File: src/rtl/pipe_pkg.sv
// Shared definitions for the instruction fetch pipeline: the fetch state
// encoding, the default boot address and the basic instruction constants.
package pipe_pkg;

  typedef enum logic [1:0] {
    S_IDLE  = 2'd0,
    S_WAIT  = 2'd1,
    S_VALID = 2'd2
  } fetch_state_e;

  localparam logic [31:0] RESET_PC_DEFAULT = 32'h0000_3000;
  localparam logic [31:0] NOP              = 32'h0000_0000;
  localparam int unsigned PC_INC           = 4;

endpackage

File: src/rtl/fetch_pc_gen.sv
// Next fetch address selection. A redirect seen on the consuming edge wins,
// then a previously stored (delay-slot deferred) target, then pc + 4 with
// natural wrap at 2^WIDTH.
module fetch_pc_gen
  import pipe_pkg::*;
#(
  parameter int unsigned WIDTH = 32
) (
  input  logic [WIDTH-1:0] pc,
  input  logic             pend_valid,
  input  logic [WIDTH-1:0] pend_pc,
  input  logic             redirect_now,
  input  logic [WIDTH-1:0] redirect_pc,
  output logic [WIDTH-1:0] next_pc
);

  // Priority mux: live redirect, then pending target, then sequential.
  always_comb begin
    next_pc = pc + WIDTH'(PC_INC);
    if (redirect_now) begin
      next_pc = redirect_pc;
    end else if (pend_valid) begin
      next_pc = pend_pc;
    end
  end

endmodule

File: src/rtl/fetch_stage.sv
// Instruction fetch stage: issues one instruction-memory read at a time,
// presents the returned word with its address, and stalls on data hazards or
// a busy mult/div unit. Redirects keep the delay slot: the instruction that is
// valid or in flight when a redirect is taken is still delivered, and the
// target is used for the fetch after it.
//
// Optional feature: define FETCH_ADEL_CHECK_EN to trap misaligned fetch
// addresses (no read, adel_out raised with the bad pc). Without it adel_out is
// tied low and the two low address bits are forced to zero.
module fetch_stage
  import pipe_pkg::*;
#(
  parameter int unsigned      WIDTH    = 32,
  parameter logic [WIDTH-1:0] RESET_PC = WIDTH'(RESET_PC_DEFAULT)
) (
  input  logic             clk,
  input  logic             reset,
  input  logic             stall_data,
  input  logic [2:0]       busy,
  input  logic             redirect_valid,
  input  logic [WIDTH-1:0] redirect_pc,
  output logic             imem_req,
  output logic [WIDTH-1:0] imem_addr,
  input  logic             imem_rvalid,
  input  logic [WIDTH-1:0] imem_rdata,
  output logic [WIDTH-1:0] instr_out,
  output logic [WIDTH-1:0] pc_out,
  output logic             instr_valid,
  output logic             adel_out
);

  fetch_state_e     state_q, state_d;
  logic [WIDTH-1:0] pc_q, pc_d;
  logic [WIDTH-1:0] instr_q, instr_d;
  logic [WIDTH-1:0] pc_out_q, pc_out_d;
  logic             valid_q, valid_d;
  logic             req_q, req_d;
  logic             pend_valid_q, pend_valid_d;
  logic [WIDTH-1:0] pend_pc_q, pend_pc_d;
`ifdef FETCH_ADEL_CHECK_EN
  logic             adel_q, adel_d;
`endif

  logic             hold;
  logic             consume;
  logic             redirect_now;
  logic [WIDTH-1:0] next_pc;

  assign hold         = stall_data | (|busy);
  assign consume      = (state_q == S_VALID) && !hold;
  assign redirect_now = redirect_valid && !hold;

  fetch_pc_gen #(
    .WIDTH (WIDTH)
  ) u_pc_gen (
    .pc           (pc_q),
    .pend_valid   (pend_valid_q),
    .pend_pc      (pend_pc_q),
    .redirect_now (redirect_now),
    .redirect_pc  (redirect_pc),
    .next_pc      (next_pc)
  );

  // Next-state and output computation for the IDLE/WAIT/VALID fetch sequencer.
  always_comb begin
    state_d      = state_q;
    pc_d         = pc_q;
    instr_d      = instr_q;
    pc_out_d     = pc_out_q;
    valid_d      = valid_q;
    req_d        = 1'b0;
    pend_valid_d = pend_valid_q;
    pend_pc_d    = pend_pc_q;
`ifdef FETCH_ADEL_CHECK_EN
    adel_d       = adel_q;
`endif

    // A redirect that is not consumed this edge is parked; a newer one
    // overwrites an older one that has not yet been used.
    if (redirect_now && !consume) begin
      pend_valid_d = 1'b1;
      pend_pc_d    = redirect_pc;
    end

    case (state_q)
      S_IDLE: begin
        state_d = S_WAIT;
      end
      S_WAIT: begin
        if (imem_rvalid) begin
          instr_d  = imem_rdata;
          pc_out_d = pc_q;
          valid_d  = 1'b1;
          state_d  = S_VALID;
        end
      end
      S_VALID: begin
        if (consume) begin
          pc_d         = next_pc;
          pend_valid_d = 1'b0;
          valid_d      = 1'b0;
          instr_d      = WIDTH'(NOP);
`ifdef FETCH_ADEL_CHECK_EN
          adel_d       = 1'b0;
          if (next_pc[1:0] != 2'b00) begin
            valid_d  = 1'b1;
            pc_out_d = next_pc;
            adel_d   = 1'b1;
            state_d  = S_VALID;
          end else begin
            req_d   = 1'b1;
            state_d = S_WAIT;
          end
`else
          req_d        = 1'b1;
          state_d      = S_WAIT;
`endif
        end
      end
      default: begin
        state_d = S_IDLE;
      end
    endcase
  end

  // State and registered outputs, all forced to boot values on reset.
  always_ff @(posedge clk or negedge reset) begin
    if (!reset) begin
      state_q      <= S_IDLE;
      pc_q         <= RESET_PC;
      instr_q      <= WIDTH'(NOP);
      pc_out_q     <= RESET_PC;
      valid_q      <= 1'b0;
      req_q        <= 1'b0;
      pend_valid_q <= 1'b0;
      pend_pc_q    <= '0;
`ifdef FETCH_ADEL_CHECK_EN
      adel_q       <= 1'b0;
`endif
    end else begin
      state_q      <= state_d;
      pc_q         <= pc_d;
      instr_q      <= instr_d;
      pc_out_q     <= pc_out_d;
      valid_q      <= valid_d;
      req_q        <= req_d;
      pend_valid_q <= pend_valid_d;
      pend_pc_q    <= pend_pc_d;
`ifdef FETCH_ADEL_CHECK_EN
      adel_q       <= adel_d;
`endif
    end
  end

  // The first read after reset is requested straight from IDLE so it goes out
  // in the first cycle after release; later reads use the registered pulse.
  assign imem_req    = req_q | ((state_q == S_IDLE) & reset);
  assign instr_out   = instr_q;
  assign pc_out      = pc_out_q;
  assign instr_valid = valid_q;

`ifdef FETCH_ADEL_CHECK_EN
  assign imem_addr = pc_q;
  assign adel_out  = adel_q;
`else
  assign imem_addr = {pc_q[WIDTH-1:2], 2'b00};
  assign adel_out  = 1'b0;
`endif

endmodule

File: config.mk
export PLATFORM = sky130hd
export DESIGN_NAME = fetch_stage
export DESIGN_NICKNAME = d
export VERILOG_FILES = /design/src/rtl/pipe_pkg.sv /design/src/rtl/fetch_pc_gen.sv /design/src/rtl/fetch_stage.sv
export SDC_FILE = /design/constraint.sdc
export NUM_CORES = 1
export LEC_CHECK = 0
export CORE_MARGIN = 1.5
export CORE_UTILIZATION = 53
export CTS_CLUSTER_DIAMETER = 80
export CTS_CLUSTER_SIZE = 14
export DETAILED_ROUTE_END_ITERATION = 16
export PLACE_DENSITY = 0.95
export SLEW_MARGIN = 20
export SYNTH_ARGS = -nofsm -noshare
export SYNTH_HDL_FRONTEND = slang
export SYNTH_HIERARCHICAL = 1
export SYNTH_SLANG_ARGS = --single-unit
File: constraint.sdc
create_clock -name clk -period 4.1 [get_ports clk]
set_clock_uncertainty 0.1 [all_clocks]
set_input_delay 1.23 -clock clk [delete_from_list [all_inputs] [get_ports clk]]
set_output_delay 1.23 -clock clk [all_outputs]
set_load 0.02 [all_outputs]
==> flow_metrics.py <==
metrics = {
    "status": {
        "status": "finished, final reports clean",
    },
    "yosys": {
        "ys_ff_latch": 133,
        "yosysTopAreaCell": "dfrtp_1",
        "synth-async-reset-ratio_pct": 100.0,
        "synth_top_area_share_pct": 49.14,
        "synth_cell_types": 52,
        "yosys_warnings": 6,
        "synth_area_leaders": "dfrtp_1 (49%), mux2_2 (17%), buf_4 (4.3%), o2bb2ai_1 (4.3%), nand2_1 (3.2%)",
        "synth_edf_count": 0,
        "synth_area_um2": 6569,
        "synth_seq_area_share_pct": 50.74,
        "ys.flop_type": "dfrtp_1",
        "avgSynthCellArea_um2": 11.81,
        "synth_cells": 556,
    },
    "clock_tree": {
        "cts.clk_slew.worst_paths_ns": 0.05,
        "postCtsSetupRepairBufs": 0,
        "clock_path_buffers": 2,
        "insertion_delay_ns": 0.42,
        "cts_tree": "done",
        "cts_buffers": 17,
        "clock_sinks": 133,
        "cts-root-buf": "clkbuf_16",
        "h-tree-depth": 4,
        "ctsHoldBuffers": 0,
        "ctsResizeCount": 0,
    },
    "placed_design": {
        "post-place-cells": 835,
        "place_area_um2": 8097,
        "post-dp-hpwl_mm": 10.79,
        "port_buffers": 167,
        "dp_slack_ns": 0.5675,
        "place.gp.congestion": 0.8278,
    },
    "worst_setup_path": {
        "cp_top_family": "buffers and inverters",
        "crit_arrival_ns": 2.08,
        "worst-r2r-setup-slack_ns": 1.57,
        "path_cells": "buf_6 -> a21o_1 -> clkdlybuf4s50_1",
        "cp_slowest_stage_delay_ns": 0.62,
        "critPathRequiredTime_ns": 2.77,
        "cp-start-kind": "input pin",
        "crit_type": "input pin to output pin",
        "crit_slowest_cell": "clkdlybuf4s50_1",
        "endpoint_kind": "output pin",
        "crit_buf_inv": 2,
        "crit_fanout": 2,
    },
    "routing": {
        "routed_wirelength_mm": 16.00,
        "wl_met3_mm": 1.104,
        "wl_per_cell_um": 18.54,
        "dr_total_vias": 4931,
        "drtIter0Drc": 296,
        "viasPerCell": 5.714,
        "ant_nets": 0,
        "drtPass1Iterations": 4,
        "drc": 0,
        "met2_length_mm": 8.195,
        "wl_met1_mm": 6.340,
        "maxUsedRoutingLayer": "met4",
    },
    "cells_and_area": {
        "final_util_pct": 71.40,
        "num-nets-final": 759,
        "fillers": 800,
        "final_area_um2": 8612,
        "diodes": 0,
        "final_cells": 863,
        "layout-drive-gt1-share_pct": 22.30,
        "area_delta_synth_final_pct": 31.10,
    },
    "floorplan": {
        "rows": 40,
        "initial_utilization_pct": 54.46,
        "dieWidth_um": 114.3,
        "die_h_um": 114.3,
        "dieArea_um2": 13070,
        "core_area_um2": 12060,
        "ios": 171,
    },
    "pwr": {
        "power_mw": 5.903,
        "power.leakage_nw": 3.761,
        "p_per_area_nw_per_um2": 685.5,
        "ir_worst_vdd_mv": 0.4634,
    },
    "sta": {
        "fin_crit_sh_pct": 83.11,
        "setup_slack_ns": 0.6926,
        "hold_violations": 0,
        "slew-limit-headroom_pct": 37.53,
        "fmax_ghz": 0.2935,
        "tightest_slew_ns": 0.9335,
        "slew_violations": 0,
        "fin_crit_ns": 3.407,
        "whs_ns": 0.3854,
        "setup_violations": 0,
        "rsz0062_at_grt": "false",
        "fin_setup_tns_ns": 0,
    },
    "grt": {
        "groute.usage.overall_pct": 25.20,
        "grt-ovfl-total": 0,
        "grt_max_degree": 134,
        "grt_pass1_vias": 5172,
        "antenna_found_initial": 1,
        "grt_pass1_wl_mm": 25.47,
    },
    "job": {
        "cap_viol_max_count": 0,
    },
    "min_path": {
        "hp-class": "flop to flop",
    },
}
==> layer usage <==
metal / track usage, % / up-vias
met5: 0 / -
met3: 9.052 / 38
met2: 42.81 / 197
met1: 29.00 / 2467
met4: 10.33 / 0
li1: - / 2229
==> final timing paths <==
check | startpoint | cells after the start | endpoint
setup reg to reg | pc_q[5]$_DFFE_PN0P_ | 6 | pc_q[21]$_DFFE_PN0P_
setup / recovery | reset | 3 | imem_req
hold / removal | instr_valid$_DFFE_PN0P_ | 1 | instr_valid$_DFFE_PN0P_
min in group asynchronous | reset | 2 | pc_out[15]$_DFFE_PN0P_
max in group asynchronous | reset | 2 | instr_out[15]$_DFFE_PN0P_
hold reg to reg | instr_valid$_DFFE_PN0P_ | 1 | instr_valid$_DFFE_PN0P_
==> placed cells by master, fill, tap and decap left out, types with 3 or more instances in the layout <==
cell | Yosys | layout
nor2b_1 | 3 | 3
o22ai_1 | 7 | 7
nor3b_1 | 3 | 3
xnor2_1 | 7 | 7
a21oi_1 | 11 | 11
conb_1 | 1 | 3
a21o_1 | 3 | 3
mux2i_1 | 6 | 6
clkbuf_16 | 0 | 17
nor2_1 | 11 | 10
nor4_4 | 3 | 3
nand3b_1 | 3 | 3
nand2_1 | 56 | 56
and3_1 | 5 | 5
o2bb2ai_1 | 32 | 32
dfstp_2 | 4 | 4
buf_4 | 38 | 8
clkdlybuf4s50_1 | 0 | 166
nand4_1 | 9 | 9
nand3_1 | 12 | 12
o21ai_0 | 15 | 15
nor3_1 | 5 | 5
clkinv_2 | 0 | 4
a22oi_1 | 11 | 11
inv_1 | 6 | 5
clkbuf_8 | 1 | 4
and4_1 | 3 | 3
o21ai_1 | 5 | 5
xor2_1 | 13 | 13
mux2_2 | 100 | 100
dfrtp_1 | 129 | 129
==> area by class of cell <==
cell class              count  area [um2]  share of cell area [%]
multi-input cells         351        2758                   32.02
inverters                   6       22.52                  0.2615
repair buffers            177        1773                   20.59
flip-flops and latches    133        3333                   38.70
clock inverters             5       27.53                  0.3196
clock buffers              23       488.0                   5.666
well taps                 168       210.2                   2.441
==> logic make-up after synthesis <==
family | after synthesis | share of synthesized area, %
AO/OA/AOI/OAI | 95 | 10.29
XOR/XNOR | 20 | 2.667
adder cells (fa/ha/maj) | 1 | 0.1904
buffers and inverters | 74 | 7.428
flip-flops | 133 | 50.74
multiplexers | 106 | 18.06
other | 1 | 0.05709
AND/OR/NAND/NOR | 126 | 10.57
==> sequential cells by signal, summed over array words and instances (netlist names) <==
register / count
pc_q: 32
pc_out: 32
pend_pc_q: 32
pend_valid_q: 1
req_q: 1
instr_valid: 1
state_q: 2
instr_out: 32
==> cells in the mapped netlist, drive strengths merged, types with 4 or more instances <==
cell type	count
dfrtp	129
mux2	100
nand2	56
buf	52
o2bb2ai	32
o21ai	20
clkbuf	16
nand3	14
xor2	13
a21oi	11
a22oi	11
nand4	11
nor2	11
o22ai	7
xnor2	7
and3	6
inv	6
mux2i	6
nor3	5
and4	4
dfstp	4
nor4	4
==> report_power, final <==
part           total, mW  internal, mW  switching (mW)  leakage, nW
registers           2.20          1.80           0.402         1.71
clock network       1.33         0.817           0.513        0.256
logic               2.37          1.21            1.17         1.79
total               5.90          3.82            2.08         3.76
Note: power is estimated with default switching activity, not from simulation.
